<file path="src/rtl/vga_pkg.sv">
// Shared 640x480@60 timing constants, counter widths and the per-pixel control bundle
// used by the VGA display driver and its timing generator.
package vga_pkg;

    localparam int H_VISIBLE = 640;
    localparam int H_FP      = 16;
    localparam int H_SYNC    = 96;
    localparam int H_TOTAL   = 800;

    localparam int V_VISIBLE = 480;
    localparam int V_FP      = 10;
    localparam int V_SYNC    = 2;
    localparam int V_TOTAL   = 525;

    localparam int TILE_BITS = 4;
    localparam int COLS      = 40;
    localparam logic [11:0] GRID_COLOR = 12'h888;

    localparam int X_W = 10;
    localparam int Y_W = 10;

    // Per-pixel control that travels down the pipeline beside the color data
    typedef struct packed {
        logic active;
        logic hsync;
        logic vsync;
    } vid_ctl_t;

endpackage

</file>
<file path="src/rtl/vga_timer.sv">
// Pixel-rate divider plus x/y scan counters; derives raw active/sync and the
// frame_start pulse that coincides with the pixel tick wrapping to (0,0).
module vga_timer
    import vga_pkg::*;
#(
    parameter int CLKDIV = 4
) (
    input  logic           clk,
    input  logic           reset,
    output logic           pix_en,
    output logic [X_W-1:0] x,
    output logic [Y_W-1:0] y,
    output vid_ctl_t       ctl,
    output logic           frame_start
);

    localparam int DIV_W = (CLKDIV > 1) ? $clog2(CLKDIV) : 1;

    logic [DIV_W-1:0] div;
    logic [DIV_W-1:0] div_next;
    logic [X_W-1:0]   x_next;
    logic [Y_W-1:0]   y_next;
    logic             x_last;
    logic             y_last;

    // With CLKDIV=1 the compare is 0==0, so pix_en is held high
    assign pix_en = (div == DIV_W'(CLKDIV - 1));
    assign x_last = (x == X_W'(H_TOTAL - 1));
    assign y_last = (y == Y_W'(V_TOTAL - 1));

    always_comb begin
        div_next = pix_en ? '0 : div + 1'b1;
        x_next   = x;
        y_next   = y;
        if (pix_en) begin
            x_next = x_last ? '0 : x + 1'b1;
            if (x_last) begin
                y_next = y_last ? '0 : y + 1'b1;
            end
        end
    end

    always_ff @(posedge clk or posedge reset) begin
        if (reset) begin
            div <= '0;
            x   <= '0;
            y   <= '0;
        end else begin
            div <= div_next;
            x   <= x_next;
            y   <= y_next;
        end
    end

    assign ctl.active = (x < X_W'(H_VISIBLE)) && (y < Y_W'(V_VISIBLE));
    assign ctl.hsync  = !((x >= X_W'(H_VISIBLE + H_FP)) && (x < X_W'(H_VISIBLE + H_FP + H_SYNC)));
    assign ctl.vsync  = !((y >= Y_W'(V_VISIBLE + V_FP)) && (y < Y_W'(V_VISIBLE + V_FP + V_SYNC)));

    assign frame_start = pix_en && x_last && y_last;

endmodule

</file>
<file path="src/rtl/vga_display_driver.sv">
// VGA display driver: tile addressing into screen/bitmap memory and a two-stage pixel
// pipeline to the RGB/sync pins. Define VGA_GRID_EN to overlay the 16x16 tile grid.
module vga_display_driver
    import vga_pkg::*;
#(
    parameter int Nchars  = 4,
    parameter int Nscreen = 1200,
    parameter int Dbits   = 12,
    parameter int CLKDIV  = 4
) (
    input  logic                       clk,
    input  logic                       reset,
    output logic [$clog2(Nscreen)-1:0] screenaddr,
    input  logic [$clog2(Nchars)-1:0]  charcode,
    output logic [$clog2(Nchars)+7:0]  bitmapaddr,
    input  logic [Dbits-1:0]           colorvalue,
    output logic [3:0]                 red,
    output logic [3:0]                 green,
    output logic [3:0]                 blue,
    output logic                       hsync,
    output logic                       vsync,
    output logic                       frame_start
);

    localparam int SA_W = $clog2(Nscreen);

    logic           pix_en;
    logic [X_W-1:0] x;
    logic [Y_W-1:0] y;
    vid_ctl_t       ctl;
    vid_ctl_t       ctl_d1;
    logic [Dbits-1:0] pix_color;

    vga_timer #(
        .CLKDIV(CLKDIV)
    ) u_timer (
        .clk        (clk),
        .reset      (reset),
        .pix_en     (pix_en),
        .x          (x),
        .y          (y),
        .ctl        (ctl),
        .frame_start(frame_start)
    );

    // Stage 0: tile index; row*40 stays below 2^SA_W for every y the counter can hold
    assign screenaddr = SA_W'(y[Y_W-1:TILE_BITS]) * SA_W'(COLS) + SA_W'(x[X_W-1:TILE_BITS]);

    // Stage 1: bitmap address; its low byte doubles as the delayed tile offsets
    always_ff @(posedge clk or posedge reset) begin
        if (reset) begin
            bitmapaddr <= '0;
            ctl_d1     <= '{active: 1'b0, hsync: 1'b1, vsync: 1'b1};
        end else if (pix_en) begin
            bitmapaddr <= {charcode, y[TILE_BITS-1:0], x[TILE_BITS-1:0]};
            ctl_d1     <= ctl;
        end
    end

    always_comb begin
        pix_color = colorvalue;
`ifdef VGA_GRID_EN
        if ((bitmapaddr[3:0] == 4'd0) || (bitmapaddr[7:4] == 4'd0)) begin
            pix_color = Dbits'(GRID_COLOR);
        end
`endif
    end

    // Stage 2: pins, blanked outside the active area
    always_ff @(posedge clk or posedge reset) begin
        if (reset) begin
            {red, green, blue} <= '0;
            hsync              <= 1'b1;
            vsync              <= 1'b1;
        end else if (pix_en) begin
            {red, green, blue} <= ctl_d1.active ? pix_color : '0;
            hsync              <= ctl_d1.hsync;
            vsync              <= ctl_d1.vsync;
        end
    end

endmodule

</file>
<file path="config.mk">
export PLATFORM = sky130hd
export DESIGN_NAME = vga_display_driver
export DESIGN_NICKNAME = d
export VERILOG_FILES = /design/src/rtl/vga_pkg.sv /design/src/rtl/vga_timer.sv /design/src/rtl/vga_display_driver.sv
export SDC_FILE = /design/constraint.sdc
export NUM_CORES = 1
export LEC_CHECK = 0
export ABC_AREA = 1
export ABC_CLOCK_PERIOD_IN_PS = 3380
export BUFFER_PORTS_ARGS = -buffer_cell sky130_fd_sc_hd__buf_2
export CAP_MARGIN = 20
export CORE_ASPECT_RATIO = 0.7
export CORE_MARGIN = 2
export CORE_UTILIZATION = 47
export CTS_BUF_LIST = sky130_fd_sc_hd__clkbuf_2
export DETAILED_ROUTE_END_ITERATION = 6
export GPL_TIMING_DRIVEN = 0
export PLACE_DENSITY = 0.79
export SLEW_MARGIN = 20
export SYNTH_ARGS = -nofsm -noshare
export SYNTH_HDL_FRONTEND = slang
export SYNTH_HIERARCHICAL = 1
export SYNTH_SLANG_ARGS = --single-unit
</file>
<file path="constraint.sdc">
create_clock -name clk -period 3.38 [get_ports clk]
set_clock_uncertainty 0.1 [all_clocks]
set_input_delay 0.169 -clock clk [delete_from_list [all_inputs] [get_ports clk]]
set_output_delay 0.169 -clock clk [all_outputs]
set_load 0.02 [all_outputs]
</file>
==> metrics.yaml <==
grt:
  grtUsageTotal_pct: 20.00
  grt_overflow_total: 0
  globalRouteMet2Util_pct: 32.26
  grt_util_met1_pct: 27.67
  grt_max_degree: 28
  grt_pass1_wl_microns: 9929
  top_usage_layer: "met2"
  antenna_found_initial: 0
  grt_util_met3_pct: 3.965
  grt_pass1_vias: 2129
timing:
  period_needed_ns: 3.135
  relSlewSlack_pct: 37.43
  finalCritPeriodShare_pct: 92.75
  fmax_mhz: 319.0
  tns_ns: 0
  setup_violations: 0
  tightest_slew_ns: 0.9328
  finalMaxSlewViolations: 0
  hold_viol: 0
  grt_setup_unrepaired: "no"
clock_tree:
  postCtsSetupBuffers: 0
  htreeDepth: 2
  postCtsHoldBufs: 15
  cts-resized-gates: 0
  cts_tree: "yes"
  cts_sinks: 49
  root_buffer: "clkbuf_2"
  clockBufferDepth: 2
  path_clk_slew_ns: 0.27
  cts_buffers: 5
  clkLatencyLatePin_ns: 0.45
synth:
  synth_ff_type: "dfrtp_1"
  synth_edf_count: 0
  synth_area_sq_um: 2765
  postSynthCellCount: 317
  synth_xor_area_share_pct: 4.389
  synthArstFlopShare_pct: 100.0
  synth_compound_area_share_pct: 5.882
  synth.distinct_cells: 35
  synth_adder_area_share_pct: 8.688
  yosys_warnings: 6
  yosys_register_bits: 49
  synth-simple-area-share_pct: 23.67
  synth_nets: 351
  synth_seq_area_share_pct: 44.52
  synth_top_family_by_area: "simple AND/OR/NAND/NOR gates"
  syn_area_per_cell_sq_um: 8.723
  synthMuxAreaShare_pct: 4.480
floorplanning:
  die_y_microns: 68.18
  initial_core_util_pct: 48.53
  rows: 23
  floorplan.die_area_sq_um: 6523
  core_area_sq_um: 5698
  die_w_microns: 95.68
  pin_count: 52
drt:
  vias: 2370
  wire_per_inst_microns: 13.51
  postRouteAntennaNets: 0
  drc: 0
  drt-initial-drc-count: 144
  finalWirelength_microns: 6294
  drt_pass1_iterations: 4
  avgViaCountPerCell: 5.086
critical_path:
  rr_endpoint: "u_timer/y[3]"
  critPathKind: "reg2out"
  crit_top_cell: "nand2_1"
  crit_fanout: 8
  cp_slowest_cell: "fa_1"
  path_buf_inv: 2
  worstSetupEndpoint: "screenaddr[10]"
  rr_startpoint: "u_timer/x[0]"
  worstSetupPathDepth: 11
  worst_setup_path_end_kind: "output pin"
  cpLargestDelayFamily: "adder cells"
  reg2reg_depth: 6
  crit_arrival_ns: 2.87
  cp_cell_sequence: "ha_1 > ha_1 > fa_1 > nand2_1 > inv_1 > nand3_1 > nand2_1 > nand3_1 > nand2_1 > nand2_1 > buf_2"
  required_ns: 3.11
  r2r_slack_ns: 1.70
  slowest_delay_ns: 0.58
  critPathLaunch: "u_timer/y[5]"
  cp-start-kind: "flop"
placed_design:
  gp_congestion: 0.8354
  io_buffers: 51
  hpwl_microns: 4502
layout:
  antennaDiodeCount: 0
  layout_commonest_cell: "nand2_1"
  drive_above_1_share_pct: 23.27
  fin_nets: 424
  area_growth_pct: 21.45
  num-fill-cells: 485
  seqCellArea_sq_um: 1231
  multiInputGateArea_sq_um: 1303
  mostFrequentLayoutCells: "57 x nand2_1, 53 x buf_2, 48 x inv_1"
power_and_ir_drop:
  finalPower_uw: 1068
  power_switching_share_pct: 22.76
  combPwrFrac_pct: 5.8
  ir_drop_mv: 0.1511
  p_int_uw: 824.6
  p_leak_uw: 0.001846
  power_density_nw_per_um2: 317.9
  switchingPower_uw: 243.0
  clockPowerShare_pct: 37.9
  power_frac_seq_pct: 56.3
min_path:
  hold_class: "in2async"
outcome:
  status: "completed"
job:
  maxCapViolCount: 0
-- final cells by class --
type,count,area share (%)
Tap cell,75,2.794
Timing Repair Buffer,66,12.07
Clock buffer,5,0.7452
Sequential cell,49,36.66
Inverter,49,5.477
Clock inverter,3,2.049
Buffer,8,1.416
Multi-Input combinational cell,211,38.79
-- through the flow --
stage	hold slack, ns	setup WS, ns	instances	utilization [%]	area, sq um
finish	0.2546	0.2450	466	58.94	3358
global route	0.2726	0.06412	466	58.94	3358
CTS	0.3427	0.2218	466	58.94	3358
detailed placement	0.3115	0.7732	443	54.66	3114
global placement	0.2884	0.8303	443	54.66	3114
floorplan	0.05823	0.9163	317	-	2765
-- sequential cells by signal, summed over array words and instances (netlist names) --
signal       flops
hsync            1
ctl_d1           3
green            4
red              4
u_timer/div      2
u_timer/x       10
blue             4
u_timer/y       10
vsync            1
bitmapaddr      10
-- power by group through the flow --
stage	logic, uW	registers (uW)	clock network (uW)
after floorplan	14.2	621	0
after global placement	46.4	610	0
after detailed placement	48.2	610	0
after CTS	61.6	601	413
after global routing	69.1	603	430
final	62.1	601	404
-- layer usage --
layer  routed length (microns)  up-vias
met2                      3091       60
met4                        91        0
met5                         0        -
met3                       292        9
met1                      2818     1130
li1                          -     1171
-- cells in the mapped netlist (2+ instances only) --
master,n,area share [%]
ha_1,16,7.2
o21ai_0,16,2.9
nand3_2,2,0.72
nand4_1,9,2.0
buf_2,2,0.36
dfstp_2,4,3.8
o21ai_1,3,0.54
a21oi_1,8,1.4
fa_1,2,1.4
xor2_1,9,2.9
nand3_1,29,5.2
clkbuf_1,3,0.41
xnor2_1,3,0.95
mux2_2,11,4.5
dfrtp_1,45,41
nand2_1,57,7.7
inv_1,49,6.7
nor2_1,30,4.1
nand2_2,2,0.45
nor2_2,2,0.45
-- tightest hold or removal path: stages --
cell	delay, ns
dlygate4sd3_1	0.55
buf_2	0.14
clkinv_1	0.49
-- how the worst min path moves through the flow --
stage / startpoint / end / slack, ns / depth (start not counted)
floorplan: reset / u_timer/div[0] / 0.06 / 1
global placement: reset / u_timer/y[3] / 0.29 / 2
detailed placement: reset / u_timer/y[3] / 0.31 / 2
CTS: reset / u_timer/x[3] / 0.34 / 3
global route: reset / ctl_d1[2] / 0.27 / 3
finish: reset / ctl_d1[2] / 0.25 / 3
-- cells by family after synthesis --
| family | count (synthesis) |
|---|---|
| simple gates | 139 |
| buf+inv | 57 |
| flops | 49 |
| compound gates | 30 |
| fa+ha+maj | 18 |
| xor+xnor | 13 |
| mux | 11 |
No activity file was read; power rests on OpenSTA's default activity.
